$ cat src/rtl/fir_sample_streamer.sv
// ---------------------------------------------------------------------------
// fir_sample_streamer
//
// Synthesizable sample playback engine for the fir_filter input side. A host
// preloads up to DEPTH samples into an internal buffer. A start command then
// replays them onto input_data/ENABLE at one sample every RATE cycles,
// either as a single pass or looping until stopped.
//
// Parameters
//   N2     sample width (matches fir_filter input_data)
//   DEPTH  sample buffer depth (power of two)
//   AW     buffer address width, log2(DEPTH)
//   RATE   clock cycles per sample strobe (>= 1)
//
// Ports
//   CLK           system clock, rising edge
//   RST           asynchronous, active-high reset
//   wr_en         buffer write strobe (accepted in any state)
//   wr_addr       buffer write address
//   wr_data       buffer write data
//   length        samples per pass, captured on an accepted start
//   loop          1 = wrap to index 0 after the last sample, captured on start
//   start         single-cycle start pulse (ignored while busy or with stop)
//   stop          abort streaming, back to IDLE without a done pulse
//   hold          pause: freezes position and rate counter, ENABLE low
//   input_data    sample to fir_filter (registered, holds between strobes)
//   ENABLE        sample strobe to fir_filter (registered)
//   busy          high while streaming
//   done          one-cycle pulse at the end of a non-looping pass
//   sample_index  buffer index of the sample currently on input_data
// ---------------------------------------------------------------------------
module fir_sample_streamer #(
    parameter int N2    = 16,
    parameter int DEPTH = 128,
    parameter int AW    = 7,
    parameter int RATE  = 1
) (
    input  logic          CLK,
    input  logic          RST,
    input  logic          wr_en,
    input  logic [AW-1:0] wr_addr,
    input  logic [N2-1:0] wr_data,
    input  logic [AW:0]   length,
    input  logic          loop,
    input  logic          start,
    input  logic          stop,
    input  logic          hold,
    output logic [N2-1:0] input_data,
    output logic          ENABLE,
    output logic          busy,
    output logic          done,
    output logic [AW-1:0] sample_index
);

    // Rate counter needs at least one bit even when RATE == 1.
    localparam int          RCW     = (RATE > 1) ? $clog2(RATE) : 1;
    localparam logic [RCW-1:0] RC_LAST = RCW'(RATE - 1);
    localparam logic [AW:0]    DEPTH_L = (AW + 1)'(DEPTH);

    typedef enum logic {
        IDLE,
        STREAM
    } state_t;

    // Command parameters captured when a start is accepted.
    typedef struct packed {
        logic [AW:0] len;
        logic        loop;
    } cmd_t;

    // -----------------------------------------------------------------------
    // Sample buffer: one write port, one read port feeding input_data.
    // Contents are deliberately not reset so a host reload survives RST.
    // A read of an address written on the same edge sees the old word.
    // -----------------------------------------------------------------------
    logic [N2-1:0] mem [DEPTH];

    always_ff @(posedge CLK) begin
        if (wr_en) begin
            mem[wr_addr] <= wr_data;
        end
    end

    // -----------------------------------------------------------------------
    // Control
    // -----------------------------------------------------------------------
    state_t        state;
    cmd_t          cmd;
    logic [AW-1:0] idx;       // next buffer index to emit
    logic [RCW-1:0] rate_cnt; // strobe fires when this is zero
    logic          fin_pend;  // last sample of a single pass has gone out

    logic [AW:0]   eff_len;
    logic          at_last;

    // Requests longer than the buffer are clipped to a full-buffer pass.
    assign eff_len = (length > DEPTH_L) ? DEPTH_L : length;
    assign at_last = ({1'b0, idx} == (cmd.len - (AW + 1)'(1)));

    always_ff @(posedge CLK or posedge RST) begin
        if (RST) begin
            state        <= IDLE;
            cmd          <= '0;
            idx          <= '0;
            rate_cnt     <= '0;
            fin_pend     <= 1'b0;
            input_data   <= '0;
            ENABLE       <= 1'b0;
            busy         <= 1'b0;
            done         <= 1'b0;
            sample_index <= '0;
        end else begin
            // Strobe and done are single-cycle unless re-asserted below.
            ENABLE <= 1'b0;
            done   <= 1'b0;

            unique case (state)
                IDLE: begin
                    if (start && !stop) begin
                        if (eff_len == '0) begin
                            // Empty pass: report completion without streaming.
                            done <= 1'b1;
                        end else begin
                            state    <= STREAM;
                            busy     <= 1'b1;
                            cmd      <= '{len: eff_len, loop: loop};
                            idx      <= '0;
                            rate_cnt <= '0;
                            fin_pend <= 1'b0;
                        end
                    end
                end

                STREAM: begin
                    if (stop) begin
                        // Abort: the strobe already visible this cycle stands,
                        // but no new one is issued and no done is reported.
                        state    <= IDLE;
                        busy     <= 1'b0;
                        rate_cnt <= '0;
                        fin_pend <= 1'b0;
                    end else if (fin_pend) begin
                        // One cycle after the final strobe of a single pass.
                        state    <= IDLE;
                        busy     <= 1'b0;
                        done     <= 1'b1;
                        rate_cnt <= '0;
                        fin_pend <= 1'b0;
                    end else if (!hold) begin
                        rate_cnt <= (rate_cnt == RC_LAST) ? '0 : rate_cnt + RCW'(1);

                        if (rate_cnt == '0) begin
                            ENABLE       <= 1'b1;
                            input_data   <= mem[idx];
                            sample_index <= idx;

                            if (at_last) begin
                                idx <= '0;
                                if (!cmd.loop) begin
                                    fin_pend <= 1'b1;
                                end
                            end else begin
                                idx <= idx + AW'(1);
                            end
                        end
                    end
                end

                default: begin
                    state <= IDLE;
                    busy  <= 1'b0;
                end
            endcase
        end
    end

endmodule

$ cat config.mk
export PLATFORM = sky130hd
export DESIGN_NAME = fir_sample_streamer
export DESIGN_NICKNAME = d
export VERILOG_FILES = /design/src/rtl/fir_sample_streamer.sv
export SDC_FILE = /design/constraint.sdc
export NUM_CORES = 2
export LEC_CHECK = 0
export ABC_AREA = 1
export BUFFER_PORTS_ARGS = -buffer_cell sky130_fd_sc_hd__buf_2
export CAP_MARGIN = 20
export CORE_ASPECT_RATIO = 1.5
export CORE_UTILIZATION = 40
export CTS_CLUSTER_SIZE = 24
export DETAILED_ROUTE_END_ITERATION = 10
export SLEW_MARGIN = 20
export SYNTH_ARGS = -nofsm -noshare
export SYNTH_HDL_FRONTEND = slang
export SYNTH_SLANG_ARGS = --single-unit
$ cat constraint.sdc
create_clock -name CLK -period 4 [get_ports CLK]
set_input_delay 0.6 -clock CLK [delete_from_list [all_inputs] [get_ports CLK]]
set_output_delay 0.6 -clock CLK [all_outputs]
set_load 0.02 [all_outputs]
==> impl_metrics.tcl <==
set metrics [dict create \
    fin_crit_ns 3.22 \
    drtIter0Drc 5817 \
    cts_tree "yes" \
    ys_seq_area_share_pct 70.7 \
    outcome "finished clean" \
    critPathMaxFanout 82 \
    start_kind "flop" \
    hold_viol_final 0 \
    maxSlewHeadroom_pct 22.8 \
    hold_ws_ns 0.0478 \
    final_cells 11500 \
    yosysWarnings 0 \
    grt_pass1_vias 57700 \
    syn_inst 8369 \
    layout_commonest_cell "nand2_1" \
    path_buf_inv 2 \
    dp_cells 11200 \
    path_cells "buf_12 > buf_12 > nor2_1 > nor2_1 > o21ai_0 > nand3_1 > nand3_1 > nand2_1 > nand3_1 > nand2_1 > nand2_1 > nand3_1" \
    routabilityCongestion 0.864 \
    post_cts_buffers 0 \
    wl_um 261000 \
    worstMarginPinSlew_ns 1.16 \
    rrSetupSlack_ns 0.78 \
    ys_top_cells_by_area "edfxtp_1 (69%), nand2_1 (11%), nand3_1 (4.8%)" \
    row_count 211 \
    r2r_end "input_data[1]" \
    finClkSkew_ns 0.0415 \
    antenna_found_initial 12 \
    clk_pin_slew_ns 0.07 \
    first_pass_iters 6 \
    worst_skew_pair.late_latency_ns 0.84 \
    fp.dieW_um 386 \
    worst_path_max_delay_cell "dfrtp_4" \
    portBuffers 63 \
    start_util_pct 40.2 \
    syn-cell-area_um2 88500 \
    fin_util_pct 45.0 \
    grt_start_max_net_pins 160 \
    layout-drive-gt1-share_pct 7.37 \
    grt_pass1_wl_um 382000 \
    final_nets 8512 \
    gr-total-overflow 0 \
    syn-num-nets 8409 \
    clockBufferDepth 4 \
    synth_area_per_cell_um2 10.6 \
    dieHeight_um 578 \
    drc 0 \
    routed_via_density 5.19 \
    synth_cell_types 28 \
    setup_viol_count_final 0 \
    via_count 59700 \
    hp-start "length[4]" \
    hold_depth 3 \
    critPathCaptureType "flop" \
    antenna_left 0 \
    critPathRequiredTime_ns 4.76 \
    track_usage_pct 23.2 \
    period_share_pct 80.6 \
    rsz0062_at_grt "false" \
    cpMostUsedCell "nand3_1" \
    yosys.area.top_type_share_pct 69.5 \
    dieArea_um2 223000 \
    synth_seq_cells 2092 \
    pre_cts_slack_ns 0.816 \
    wl_per_cell_um 22.7 \
    cp_top_family "simple AND/OR/NAND/NOR gates" \
    hold-path-endpoint "cmd[5]" \
    ir_drop_mv 0.384 \
    slowest_delay_ns 0.69 \
    pwr_density_cell_nw_per_um2 516 \
    syn_to_final_growth_pct 11.8 \
    max_freq_mhz 310 \
    reg2regPathDepth 12 \
    dp.final_hpwl_um 154000 \
    cts-buffers-inserted 190 \
    cts-root-buf "clkbuf_16" \
    clock-sinks 2092 \
    timing.rr.start "idx[0]" \
    hold_path_class "primary input to flop" \
    leakagePower_nw 39.1 \
    cap_viol_max_count 0 \
    ioPinCount 64 \
    critPathArrivalTime_ns 3.98 \
    fin_tns_setup_ns 0 \
    yosys.area.top_type "edfxtp_1" \
    crit_type "flop to flop" \
    slew_viol_final 0 \
    core_area_um2 220000 \
    cts_max_level 4 \
    setup_ws_ns 0.776 \
    layout_common_cells "nand2_1 (2631), edfxtp_1 (2048), inv_1 (909)" \
]
-- sequential cells by signal, summed over array words and instances (netlist names), 7 cells and up --
register      count
mem            2048
sample_index      7
cmd               9
idx               7
input_data       16
-- cells by family (layout without fill, tap and decap cells) --
family,count (synthesis),in the layout,share of synthesized area (%)
other,0,4,0
flip-flops,2092,2092,70.7
adder cells (fa/ha/maj),2,2,0.0283
XOR/XNOR,13,13,0.129
buffers and inverters,1361,1607,6.24
AO/OA/AOI/OAI,484,484,2.85
AND/OR/NAND/NOR,4417,4417,20.0
-- how the worst max path moves through the flow --
stage / end / startpoint / slack, ns / cells past startpoint
2_1_floorplan: mem[90][0] / wr_addr[6] / 1.42 / 4
3_3_place_gp: input_data[6] / idx[0] / 0.85 / 16
3_5_place_dp: input_data[15] / idx[0] / 0.82 / 17
4_1_cts: input_data[6] / idx[0] / 0.83 / 16
5_1_grt: input_data[1] / idx[0] / 0.66 / 12
6_report: input_data[1] / idx[0] / 0.78 / 12
-- synthesized netlist by cell type (all sizes together) --
cell       n
dfrtp     44
nor2     885
edfxtp  2048
a31oi      1
o31ai      5
a21oi     75
clkinv     2
nand2   2635
o21ai    368
or2       21
buf      239
nor3      12
clkbuf   204
o211ai    35
xor2      10
inv      916
ha         2
nand3    855
nand4      5
xnor2      3
and3       4
-- stage by stage --
stage               total power, mW  cell area (µm²)
CTS                            51.3            99000
floorplan                      30.5            88500
global placement               34.0            93200
finish                         51.0            99000
detailed placement             34.1            93200
global route                   52.9            99000
-- area by class of cell --
type	count	area, µm²
repair buffers	354	3140
flip-flops and latches	2092	62600
inverters	918	3470
clock inverters	78	526
fillers	20300	121000
well taps	2875	3600
diodes	4	10.0
clock buffers	257	5190
multi-input cells	4916	20400
-- timing repair --
action	in CTS	in global routing
resized for setup	0	0
endpoints found under the hold margin	21	0
hold buffers	2	0
-- layer usage --
layer	track usage (%)	vias up	wire, µm
li1	-	27600	-
met1	28.0	29300	97700
met2	39.9	2178	130000
met3	2.82	572	16700
met4	13.4	10	16900
met5	0	-	53
-- worst register-to-register path: stages, from the launching register on --
cell and delay [ns]:
dfrtp_4 0.69, buf_12 0.36, buf_12 0.56, nor2_1 0.16, nor2_1 0.09, o21ai_0 0.09, nand3_1 0.15, nand3_1 0.16
nand2_1 0.20, nand3_1 0.27, nand2_1 0.14, nand2_1 0.18, nand3_1 0.14
-- report_power, final --
| group | internal [mW] | leakage, nW | total (mW) | switching, mW |
|---|---|---|---|---|
| clock | 9.52 | 2.81 | 17.4 | 7.92 |
| sequential | 24.2 | 19.0 | 24.5 | 0.295 |
| combinational | 2.52 | 17.3 | 9.07 | 6.56 |
Note: power is estimated with default switching activity, not from simulation.
